[src/rtl/game_pkg.sv]
// Shared definitions for the game sequencer: state codes, BCD score type
// and the score saturation value.
package game_pkg;

  typedef enum logic [2:0] {
    ST_IDLE  = 3'd0,
    ST_PLAY  = 3'd1,
    ST_HIT   = 3'd2,
    ST_PAUSE = 3'd3,
    ST_OVER  = 3'd4
  } state_t;

  typedef logic [15:0] bcd16_t;

  localparam bcd16_t SCORE_MAX = 16'h9999;

endpackage

[src/rtl/bcd_inc4.sv]
// Combinational four-digit BCD increment with carry ripple; holds at 9999.
module bcd_inc4
  import game_pkg::*;
(
  input  logic [15:0] din,
  output logic [15:0] dout
);

  always_comb begin
    logic carry;
    dout  = din;
    carry = 1'b1;
    if (din != SCORE_MAX) begin
      for (int i = 0; i < 4; i++) begin
        if (carry) begin
          if (din[4*i +: 4] >= 4'd9) begin
            dout[4*i +: 4] = 4'd0;
          end else begin
            dout[4*i +: 4] = din[4*i +: 4] + 4'd1;
            carry          = 1'b0;
          end
        end
      end
    end
  end

endmodule

[src/rtl/game_seq.sv]
// Game sequencer: IDLE/PLAY/HIT/PAUSE/OVER control, BCD scoring and lives.
// Optional high-score register enabled by defining GAME_SEQ_HISCORE_EN.
module game_seq
  import game_pkg::*;
#(
  parameter int LIVES_INIT  = 3,
  parameter int SCORE_TICKS = 4,
  parameter int HIT_TICKS   = 8
) (
  input  logic        clk,
  input  logic        reset,
  input  logic        tick,
  input  logic        start,
  input  logic        coll,
  output logic        move_en,
  output logic [2:0]  state,
  output logic [15:0] score,
  output logic [1:0]  lives,
  output logic        blank,
  output logic        game_over
`ifdef GAME_SEQ_HISCORE_EN
  ,
  output logic [15:0] hiscore
`endif
);

  localparam logic [3:0] SCORE_LAST = 4'(SCORE_TICKS - 1);
  localparam logic [3:0] HIT_LAST   = 4'(HIT_TICKS - 1);
  localparam logic [1:0] LIVES_LOAD = 2'(LIVES_INIT);

  state_t     state_q, state_d;
  logic       coll_q;
  logic [3:0] tick_cnt_q, tick_cnt_d;
  logic [3:0] hit_cnt_q, hit_cnt_d;
  bcd16_t     score_q, score_d, score_inc;
  logic [1:0] lives_q, lives_d;
  logic       blank_q, blank_d;
  logic       move_en_q, move_en_d;
  logic       game_over_q, game_over_d;
  logic       coll_edge;

  assign coll_edge = coll & ~coll_q;

  bcd_inc4 u_inc (
    .din  (score_q),
    .dout (score_inc)
  );

  // State and datapath registers
  always_ff @(posedge clk) begin
    if (reset) begin
      state_q     <= ST_IDLE;
      coll_q      <= 1'b0;
      tick_cnt_q  <= '0;
      hit_cnt_q   <= '0;
      score_q     <= '0;
      lives_q     <= LIVES_LOAD;
      blank_q     <= 1'b0;
      move_en_q   <= 1'b0;
      game_over_q <= 1'b0;
    end else begin
      state_q     <= state_d;
      coll_q      <= coll;
      tick_cnt_q  <= tick_cnt_d;
      hit_cnt_q   <= hit_cnt_d;
      score_q     <= score_d;
      lives_q     <= lives_d;
      blank_q     <= blank_d;
      move_en_q   <= move_en_d;
      game_over_q <= game_over_d;
    end
  end

  // Next-state and counter logic
  always_comb begin
    state_d    = state_q;
    tick_cnt_d = tick_cnt_q;
    hit_cnt_d  = hit_cnt_q;
    score_d    = score_q;
    lives_d    = lives_q;
    blank_d    = 1'b0;
    case (state_q)
      ST_IDLE: begin
        if (start) begin
          state_d    = ST_PLAY;
          score_d    = '0;
          lives_d    = LIVES_LOAD;
          tick_cnt_d = '0;
        end
      end
      ST_PLAY: begin
        // A collision edge pre-empts scoring and pause in the same cycle.
        if (coll_edge) begin
          if (lives_q > 2'd1) begin
            lives_d   = lives_q - 2'd1;
            state_d   = ST_HIT;
            hit_cnt_d = '0;
          end else begin
            lives_d = '0;
            state_d = ST_OVER;
          end
        end else begin
          if (tick) begin
            if (tick_cnt_q == SCORE_LAST) begin
              tick_cnt_d = '0;
              score_d    = score_inc;
            end else begin
              tick_cnt_d = tick_cnt_q + 4'd1;
            end
          end
          if (start) state_d = ST_PAUSE;
        end
      end
      ST_HIT: begin
        blank_d = blank_q;
        if (tick) begin
          if (hit_cnt_q == HIT_LAST) begin
            hit_cnt_d = '0;
            blank_d   = 1'b0;
            state_d   = ST_PLAY;
          end else begin
            hit_cnt_d = hit_cnt_q + 4'd1;
            blank_d   = ~blank_q;
          end
        end
      end
      ST_PAUSE: begin
        if (start) state_d = ST_PLAY;
      end
      ST_OVER: begin
        if (start) state_d = ST_IDLE;
      end
      default: state_d = ST_IDLE;
    endcase
  end

  // Registered outputs are decoded from the upcoming state
  always_comb begin
    move_en_d   = (state_d == ST_PLAY) || (state_d == ST_HIT);
    game_over_d = (state_d == ST_OVER);
  end

  assign state     = state_q;
  assign score     = score_q;
  assign lives     = lives_q;
  assign blank     = blank_q;
  assign move_en   = move_en_q;
  assign game_over = game_over_q;

`ifdef GAME_SEQ_HISCORE_EN
  bcd16_t hiscore_q;

  // BCD digits compare correctly as plain unsigned values.
  always_ff @(posedge clk) begin
    if (reset) begin
      hiscore_q <= '0;
    end else if ((state_d == ST_OVER) && (state_q != ST_OVER) &&
                 (score_q > hiscore_q)) begin
      hiscore_q <= score_q;
    end
  end

  assign hiscore = hiscore_q;
`endif

endmodule

[config.mk]
export PLATFORM = sky130hd
export DESIGN_NAME = game_seq
export DESIGN_NICKNAME = d
export VERILOG_FILES = /design/src/rtl/game_pkg.sv /design/src/rtl/bcd_inc4.sv /design/src/rtl/game_seq.sv
export SDC_FILE = /design/constraint.sdc
export NUM_CORES = 1
export LEC_CHECK = 0
export BUFFER_PORTS_ARGS = -buffer_cell sky130_fd_sc_hd__buf_4
export CAP_MARGIN = 20
export CELL_PAD_IN_SITES_DETAIL_PLACEMENT = 0
export CELL_PAD_IN_SITES_GLOBAL_PLACEMENT = 1
export CORE_ASPECT_RATIO = 1.1
export CORE_MARGIN = 2
export CORE_UTILIZATION = 45
export DETAILED_ROUTE_END_ITERATION = 8
export PLACE_DENSITY_LB_ADDON = 0.1
export SLEW_MARGIN = 10
export SYNTH_ARGS = -nofsm -noshare
export SYNTH_HDL_FRONTEND = slang
export SYNTH_SLANG_ARGS = --single-unit
[constraint.sdc]
create_clock -name clk -period 6.4 [get_ports clk]
set_input_delay 1.28 -clock clk [delete_from_list [all_inputs] [get_ports clk]]
set_output_delay 1.28 -clock clk [all_outputs]
set_load 0.01 [all_outputs]
# Yosys cells after proc, flatten, opt, wreduce, memory -nomap -nowiden
# Index checks and enable logic that the tools add are counted.
# W data, S select, Z words.
# word_totals
out_inout_bits	24
regBits	33
inputBits	5
# op_classes
n_eq_ne	21
n_reduce_logical	13
n_bitwise	4
order_cmp	5
muxes	44
n_addsub	7
# ops
op	n
$mux W16	5
$mux W4	15
$pmux W16 S2	1
$add A4 B1 Y4 const B	6
$mux W3	7
$reduce_and A7 Y1	3
$ge A4 B4 Y1 const B	4
$ne A16 B16 Y1 const B	1
$pmux W4 S2	2
$ne A2 B2 Y1 const B	7
$pmux W3 S4	1
$eq A3 B2 Y1 const B	3
$mux W1	9
$ne A2 B1 Y1 const B	4
$reduce_and A4 Y1	2
$eq A3 B1 Y1 const B	2
$eq A3 B3 Y1 const B	2
$mux W2	3
$reduce_and A6 Y1	1
$eq A4 B2 Y1 const B	1
$eq A4 B3 Y1 const B	1
$pmux W2 S2	1
$reduce_bool A2 Y1	2
$reduce_or A2 Y1	2
7 further kinds	9

# Depth between registers and ports, before layout
# Gate-level depths: netlist (run 1).
# logic_depth
word_depth	13
depth_mapped	8

# By module
# Synthesis (run 1) repeated with hierarchy kept, for this count alone.
# hier_totals
cells_unflattened	220
hier_area_um2	2004.4
# modules_own_cells
mod	instances	area_per_inst_um2	seq_area_each_um2	cells_per_inst
game_seq	1	1412.6	660.6	136
bcd_inc4	1	591.8	0.0	84

# Worst setup path after synthesis (run 1)
# OpenSTA, ideal clock, no wires.
# synth_path
kind	input port to flip-flop
start	input port start
end	register score_q[12] (netlist: score[12])
setup_ps	71
arrival_time_ps	2933
setup_slack_ps	3397
t_required_ps	6329
cell_stages	6
path_cell_list	nor2_2 or3_1 buf_2 or4_4 or4_1 a21oi_1
# synth_between
elab_chain_len	2
# synth_rtl
item	line	text
start: declaration	game_seq.sv:13	input logic start,
$ne A2 B2 Y1 (no line)	-	
$reduce_and A7 Y1 (no line)	-	
end signal: assignment	game_seq.sv:66	score_q <= score_d;
end: declaration	game_seq.sv:35	bcd16_t score_q, score_d, score_inc;
# No other way between the ends.
# A chain may end at the register's enable or synchronous reset.

# Worst setup path after layout (run 1)
# Same ends and word-level chain as after synthesis.

==> flow_summary.json, run 1 <==
{
  "status": "completed",
  "p_comb_frac": 0.223,
  "grt_pass1_vias": 1532,
  "die_y_um": 71.01,
  "dp_slack_ns": 3.110,
  "area_growth_pct": 18.26,
  "worstSetupPathType": "primary input to flip-flop",
  "crit_path_end_kind": "flip-flop",
  "p_sw_frac": 0.3156,
  "ios": 29,
  "critPathMaxFanout": 13,
  "track_usage": 0.1896,
  "synth_edf_count": 0,
  "grt_max_degree": 35,
  "ir_drop_mv": 0.1022,
  "ant_nets": 0,
  "p_int_mw": 0.3326,
  "setup_ws_ns": 3.394,
  "hp-class": "flip-flop to flip-flop",
  "numCtsBuffers": 5,
  "synth_nets": 243,
  "seq_area_frac_synth": 0.3597,
  "power_leakage_nw": 0.8493,
  "postSynthAreaPerCell_sq_um": 8.200,
  "period_minus_slack_ns": 3.006,
  "wl_per_cell_um": 13.15,
  "seqPwrFrac": 0.466,
  "relSlewSlack": 0.5560,
  "holdBufCountCts": 0,
  "hpwl_um": 2874,
  "rows": 24,
  "clock_path_buffers": 2,
  "die_w_um": 64.92,
  "layout_commonest_cell": "dfxtp_1",
  "first_iter_violations": 114,
  "setup_viol": 0,
  "clkTransAtPathRegs_ns": 0.07,
  "powerDensity_nw_per_um2": 223.7,
  "ys_warn_count": 0,
  "cts.repair.resized": 0,
  "ys.flop_type": "dfxtp_1",
  "hold_violations": 0,
  "hold_ws_ns": 0.5057,
  "drcViolationCount": 0,
  "stdcell_count": 304,
  "gp_congestion": 0.7963,
  "wirelength_um": 3998,
  "fillerInstances": 394,
  "htree_levels": 2,
  "syn_inst": 224,
  "cp.required_ns": 6.61,
  "core_area_sq_um": 3934,
  "drv_slew": 0,
  "drv_cap": 0,
  "dr_total_vias": 1646,
  "rsz0062_at_grt": "false",
  "synth-seq-cells": 33,
  "clock_latency_ns": 0.28,
  "seq_area_sq_um": 660.6,
  "antenna_found_initial": 0,
  "cp_data_arrival_time_ns": 3.22,
  "synth_cell_types": 41,
  "multi_input_area_sq_um": 1082,
  "diodes": 0,
  "synth_area_sq_um": 1837,
  "async_flop_share": 0,
  "cts.sinks": 33,
  "cts_setup_buffers": 0,
  "viasPerCell": 5.414,
  "overflow": 0,
  "dp.cells": 296,
  "drive_above_1_share": 0.1746,
  "io_buffers": 28,
  "final_cell_mix": "33 x dfxtp_1, 30 x buf_4, 21 x a21oi_1, 21 x nor2_1",
  "switchingPower_mw": 0.1534,
  "nets": 270,
  "cp-start-kind": "primary input",
  "fmax_mhz": 332.7,
  "tritoncts": "done",
  "final.period_utilization": 0.4696,
  "dieArea_sq_um": 4609,
  "worst_slew_pin_slew_ns": 0.6609,
  "fin_setup_tns_ns": 0,
  "finClkSkew_ns": 0.006776,
  "grt_pass1_wl_um": 6948,
  "first_pass_iters": 4,
  "ctsRootBufferMaster": "clkbuf_8",
  "initial_core_util": 0.4669,
  "power_frac_clock": 0.311
}
==> layout make-up <==
cell class / instances / share of cell area
inverters: 14 / 0.02419
clock inverters: 3 / 0.008065
repair buffers: 30 / 0.1037
flip-flops and latches: 33 / 0.3041
well taps: 52 / 0.02995
clock buffers: 5 / 0.03168
multi-input cells: 167 / 0.4983
==> power by group through the flow <==
stage | Sequential, mW | Clock, mW | Combinational (mW)
2_1_floorplan | 0.231 | 0 | 0.0748
3_5_place_dp | 0.231 | 0 | 0.109
6_report | 0.227 | 0.151 | 0.108
3_3_place_gp | 0.231 | 0 | 0.109
4_1_cts | 0.226 | 0.157 | 0.109
5_1_grt | 0.229 | 0.167 | 0.122
==> registers in the layout, indices dropped and copies added, names as in the netlist <==
name	count
score	16
hit_cnt_q	4
tick_cnt_q	4
state	3
lives	2
blank	1
coll_q	1
game_over	1
move_en	1
==> cells by family (layout without fill, tap and decap cells) <==
kind of cell	count (synthesis)	in the layout	share of synthesized area
buffers and inverters	24	52	0.05109
flip-flops	33	33	0.3597
adder cells (fa/ha/maj)	14	14	0.09537
multiplexers	3	3	0.01703
XOR/XNOR	4	4	0.01908
AO/OA/AOI/OAI	55	55	0.1757
AND/OR/NAND/NOR	91	91	0.2820
==> critical path: stages <==
cell     delay [ns]
buf_4          0.09
nor2_2         0.04
or3_1          0.45
or4_4          0.67
or4_1          0.53
a21oi_1        0.14
==> layer usage <==
metal  up-vias  wire length [um]  GRT usage
met3         7               156    0.03498
met2        32              1939     0.3207
met4         0                55    0.06383
met5         -                 0          0
li1        861                 -          -
met1       746              1846     0.2420
==> metrics by stage <==
stage | total power [mW] | instance area (sq um) | utilization
CTS | 0.4924 | 2172 | 0.5522
finish | 0.4859 | 2172 | 0.5522
floorplan | 0.3058 | 1837 | -
global route | 0.5173 | 2172 | 0.5522
detailed placement | 0.3400 | 2086 | 0.5302
global placement | 0.3404 | 2086 | 0.5302
==> cell usage after synthesis, types with 3 or more instances <==
cell       n  area share
dfxtp_1   33        0.36
a21oi_1   21       0.057
nor2_1    21       0.043
ha_1      14       0.095
inv_1     14       0.029
nand3_1   13       0.035
o21ai_0   13       0.035
nor3_1    10       0.027
nor3b_1    9       0.037
clkbuf_1   7       0.014
nand2_1    7       0.014
nor2b_1    5       0.017
a31oi_1    4       0.014
nand4b_1   4       0.019
buf_2      3      0.0082
nand2b_1   3       0.010
nand4_1    3       0.010
nor4_1     3       0.010
o21ai_1    3      0.0082
o31ai_1    3       0.012
xnor2_1    3       0.014
==> path summary, 6_finish.rpt <==
path | from | to | slack [ns] | cells after the start
min reg2reg | tick_cnt_q[1]$_SDFFE_PP0P_ | tick_cnt_q[1]$_SDFFE_PP0P_ | 0.51 | 2
max | start | score[12]$_SDFFE_PP0P_ | 3.39 | 6
min | tick_cnt_q[1]$_SDFFE_PP0P_ | tick_cnt_q[1]$_SDFFE_PP0P_ | 0.51 | 2
max reg2reg | state[0]$_SDFF_PP0_ | score[12]$_SDFFE_PP0P_ | 3.96 | 5
Note: power is estimated with default switching activity, not from simulation.
==> run 2, diff against run 1 <==
- CORE_UTILIZATION: 45 -> 37
- clock period: 6.4 -> 2.6 ns (I/O delays scaled with it)
==> flow_summary.json, run 2 (synthesis results as in run 1) <==
{
  "status": "completed",
  "cp_data_arrival_time_ns": 2.49,
  "powerDensity_nw_per_um2": 598.7,
  "r2r-start": "state[0]$_SDFF_PP0_",
  "cp.required_ns": 2.81,
  "cp-start-kind": "flip-flop",
  "switchingPower_mw": 0.3914,
  "power_leakage_nw": 0.8986,
  "hold_ws_ns": 0.4679,
  "first_pass_iters": 4,
  "seqPwrFrac": 0.409,
  "p_sw_frac": 0.2885,
  "crit_path_end_kind": "flip-flop",
  "clock_path_buffers": 2,
  "period_minus_slack_ns": 2.276,
  "nets": 277,
  "critPathMaxFanout": 9,
  "die_y_um": 77.90,
  "rows": 26,
  "setup_viol": 0,
  "r2r-end": "score[12]$_SDFFE_PP0P_",
  "overflow": 0,
  "clkTransAtPathRegs_ns": 0.07,
  "diodes": 0,
  "relSlewSlack": 0.6700,
  "first_iter_violations": 59,
  "power_mw": 1.357,
  "worstSetupPathType": "flip-flop to flip-flop",
  "largest_reg_flops": 16,
  "dr_total_vias": 1654,
  "ant_nets": 0,
  "area_growth_pct": 23.36,
  "antenna_found_initial": 0,
  "min_from": "coll",
  "worst_slew_pin_slew_ns": 0.4898,
  "finClkSkew_ns": 0.003739,
  "drcViolationCount": 0,
  "rr_worst_depth": 5,
  "met1_length_um": 2037,
  "cts.sinks": 33,
  "rrSetupSlack_ns": 0.32,
  "ctsRootBufferMaster": "clkbuf_8",
  "die_w_um": 71.18,
  "core_area_sq_um": 4717,
  "gp_congestion": 0.7570,
  "io_buffers": 28,
  "ios": 29,
  "cts_setup_buffers": 0,
  "final.period_utilization": 0.8753,
  "drive_above_1_share": 0.1969,
  "grt_pass1_wl_um": 7590,
  "final_cell_mix": "37 x buf_4, 33 x dfxtp_1, 21 x a21oi_1, 21 x nor2_1",
  "grt_pass1_vias": 1620,
  "power_frac_clock": 0.371,
  "drv_slew": 0,
  "drv_cap": 0,
  "hp-class": "primary input to flip-flop",
  "holdBufCountCts": 0,
  "dr_wl_met2_um": 2085,
  "highest_layer": "met4",
  "fmax_mhz": 439.4,
  "clock_latency_ns": 0.28,
  "layout_commonest_cell": "buf_4",
  "p_int_mw": 0.9651,
  "hold_violations": 0,
  "setup_ws_ns": 0.3243,
  "htree_levels": 2,
  "numCtsBuffers": 5,
  "dr_wl_met3_um": 166,
  "fin_area_sq_um": 2266,
  "wl_per_cell_um": 13.76,
  "track_usage": 0.1704,
  "p_comb_frac": 0.220,
  "initial_core_util": 0.3894,
  "min_delay_worst_endpoint": "coll_q$_SDFF_PP0_",
  "dp_slack_ns": 0.2357,
  "grt_max_degree": 35,
  "viasPerCell": 5.251,
  "tritoncts": "done",
  "hpwl_um": 3118,
  "cts.repair.resized": 0,
  "place_area_sq_um": 2143,
  "dieArea_sq_um": 5545,
  "wirelength_um": 4335,
  "rsz0062_at_grt": "false",
  "fin_setup_tns_ns": 0,
  "min_path_cells": 2,
  "ir_drop_mv": 0.1980
}
run 2: metal layers:
metal / vias to the layer above / global-route usage
met5: - / 0
met1: 753 / 0.2089
li1: 870 / -
met4: 0 / 0.04528
met2: 25 / 0.2944
met3: 6 / 0.04156
run 2: through the flow:
step	utilization	instances
4_1_cts	0.4790	315
3_5_place_dp	0.4544	307
2_1_floorplan	-	224
6_report	0.4804	315
3_3_place_gp	0.4544	307
5_1_grt	0.4804	315
run 2: worst max-delay path, cell delays in order (launching register included):
cell,delay [ns]
dfxtp_1,0.49
nor2_2,0.10
or3_1,0.34
or4_4,0.61
or4_1,0.52
a21oi_1,0.15
run 2: worst max path at each step:
| stage | startpoint | to | cells after the start |
|---|---|---|---|
| 2_1_floorplan | state[2]$_SDFF_PP0_ | score[12]$_SDFFE_PP0P_ | 6 |
| 3_3_place_gp | coll | score[12]$_SDFFE_PP0P_ | 6 |
| 3_5_place_dp | coll | score[12]$_SDFFE_PP0P_ | 6 |
| 4_1_cts | state[0]$_SDFF_PP0_ | score[15]$_SDFFE_PP0P_ | 5 |
| 5_1_grt | state[0]$_SDFF_PP0_ | score[3]$_SDFFE_PP0P_ | 6 |
| 6_report | state[0]$_SDFF_PP0_ | score[12]$_SDFFE_PP0P_ | 5 |
run 2: power by group through the flow:
stage | clock [mW] | combinational, mW | sequential (mW)
2_1_floorplan | 0 | 0.184 | 0.569
6_report | 0.504 | 0.299 | 0.554
3_3_place_gp | 0 | 0.304 | 0.566
5_1_grt | 0.539 | 0.340 | 0.557
4_1_cts | 0.520 | 0.301 | 0.554
3_5_place_dp | 0 | 0.299 | 0.566
run 2: cell type report:
type                       count  area [sq um]
multi-input combinational    167          1089
inverter                      14         52.55
clock inverter                 1         30.03
clock buffer                   7         86.33
fill                         463          2451
timing repair buffer          37         277.8
sequential                    33         660.6
tap                           56         70.07
==> run 3, diff against run 2 <==
- BUFFER_PORTS_ARGS: -buffer_cell sky130_fd_sc_hd__buf_4 -> not set
- CORE_UTILIZATION: 37 -> 42
- DONT_BUFFER_PORTS: not set -> 1
==> flow_summary.json, run 3 (synthesis results as in run 1) <==
{
  "seqPwrFrac": 0.481,
  "die_y_um": 73.36,
  "wirelength_um": 4364,
  "place_area_sq_um": 1946,
  "finClkSkew_ns": 0.004785,
  "layout_commonest_cell": "dfxtp_1",
  "drcViolationCount": 0,
  "min_path_cells": 1,
  "grt_max_degree": 35,
  "p_comb_frac": 0.215,
  "die_w_um": 67.05,
  "cts.sinks": 33,
  "dieArea_sq_um": 4918,
  "fmax_mhz": 399.3,
  "setup_viol": 0,
  "cts_setup_buffers": 0,
  "hp-class": "primary input to flip-flop",
  "relSlewSlack": 0.5388,
  "tritoncts": "done",
  "crit_path_end_kind": "flip-flop",
  "antenna_found_initial": 0,
  "status": "completed",
  "worst_slew_pin_slew_ns": 0.6865,
  "drv_cap": 0,
  "crit_buf_inv": 0,
  "track_usage": 0.1974,
  "r2r-end": "score[15]$_SDFFE_PP0P_",
  "period_minus_slack_ns": 2.505,
  "wl_per_cell_um": 15.31,
  "powerDensity_nw_per_um2": 575.9,
  "worstSetupPathType": "flip-flop to flip-flop",
  "min_from": "reset",
  "hold_violations": 0,
  "htree_levels": 2,
  "cp-start-kind": "flip-flop",
  "ctsRootBufferMaster": "clkbuf_8",
  "viasPerCell": 5.772,
  "drv_slew": 0,
  "fin_area_sq_um": 2019,
  "cts.repair.resized": 0,
  "hpwl_um": 3233,
  "overflow": 0,
  "ant_nets": 0,
  "rows": 25,
  "first_iter_violations": 82,
  "dr_total_vias": 1645,
  "crit_path_top_delay_cell": "or3b_2",
  "initial_core_util": 0.4318,
  "final.period_utilization": 0.9633,
  "critPathMaxFanout": 13,
  "switchingPower_mw": 0.3624,
  "fillerInstances": 433,
  "ios": 29,
  "power_frac_clock": 0.304,
  "power_leakage_nw": 0.7456,
  "slowest_delay_ns": 0.62,
  "clock_path_buffers": 2,
  "first_pass_iters": 4,
  "io_buffers": 0,
  "final_util": 0.4747,
  "core_area_sq_um": 4254,
  "area_growth_pct": 9.946,
  "clkTransAtPathRegs_ns": 0.07,
  "rsz0062_at_grt": "false",
  "min_delay_worst_endpoint": "hit_cnt_q[2]$_SDFFE_PP0P_",
  "nets": 251,
  "numCtsBuffers": 5,
  "fin_setup_tns_ns": 0,
  "grt_pass1_vias": 1643,
  "drive_above_1_share": 0.09957,
  "crit_start": "state[0]$_SDFF_PP0_",
  "rrSetupSlack_ns": 0.1,
  "p_int_mw": 0.8007,
  "largest_reg_flops": 16,
  "gp_congestion": 0.8251,
  "cp_top_family": "simple AND/OR/NAND/NOR gates",
  "grt_pass1_wl_um": 7320,
  "cp_data_arrival_time_ns": 2.69,
  "cp_cell_sequence": "or3b_2 -> nor4_1 -> or4_4 -> nor2_1 -> a221oi_1",
  "p_sw_frac": 0.3116,
  "rr_worst_depth": 5,
  "cp.required_ns": 2.79,
  "ir_drop_mv": 0.2352,
  "final_cell_mix": "33 x dfxtp_1, 21 x a21oi_1, 21 x nor2_1, 14 x inv_1, 14 x ha_1",
  "r2r-start": "state[0]$_SDFF_PP0_",
  "holdBufCountCts": 0,
  "diodes": 0,
  "clock_latency_ns": 0.29
}
==> run 3: worst max-delay path by stage <==
stage | cells past startpoint | to
detailed placement | 5 | score[15]$_SDFFE_PP0P_
global route | 5 | score[15]$_SDFFE_PP0P_
finish | 5 | score[15]$_SDFFE_PP0P_
CTS | 5 | score[15]$_SDFFE_PP0P_
floorplan | 6 | score[12]$_SDFFE_PP0P_
global placement | 5 | score[12]$_SDFFE_PP0P_
==> run 3: layout make-up <==
cell class                      instances  area, sq um  share of cell area
Clock buffer                            5        68.82             0.03408
Clock inverter                          1        5.005            0.002478
Inverter                               14        52.55             0.02602
Multi-Input combinational cell        167         1082              0.5359
Sequential cell                        33        660.6              0.3271
Tap cell                               54        67.56             0.03346
Timing Repair Buffer                   11        82.58             0.04089
==> run 3: per-stage QoR <==
step	setup slack (ns)	cells	total power, mW	hold slack, ns
2_1_floorplan	0.3530	224	0.7527	0.4667
3_3_place_gp	0.2896	279	0.8135	0.4743
3_5_place_dp	0.1533	279	0.8184	0.4957
4_1_cts	0.1281	285	1.173	0.2852
5_1_grt	0.003546	285	1.240	0.2772
6_report	0.09546	285	1.163	0.2967
==> run 3: power groups by stage <==
stage,Clock [mW],Combinational [mW],Sequential [mW]
floorplan,0,0.184,0.569
global placement,0,0.244,0.569
detailed placement,0,0.247,0.571
CTS,0.365,0.248,0.560
global route,0.399,0.277,0.564
finish,0.353,0.250,0.560
==> run 3: worst register-to-register path, stage by stage (launching register included) <==
cell and delay, ns:
dfxtp_1 0.54, or3b_2 0.62, nor4_1 0.53, or4_4 0.32
nor2_1 0.09, a221oi_1 0.30
==> run 3: per-layer routing <==
layer,GRT usage,up-vias,part of all wire
li1,-,823,-
met1,0.2066,770,0.41
met2,0.3498,44,0.51
met3,0.06279,8,0.069
met4,0.09977,0,0.019
met5,0,-,0
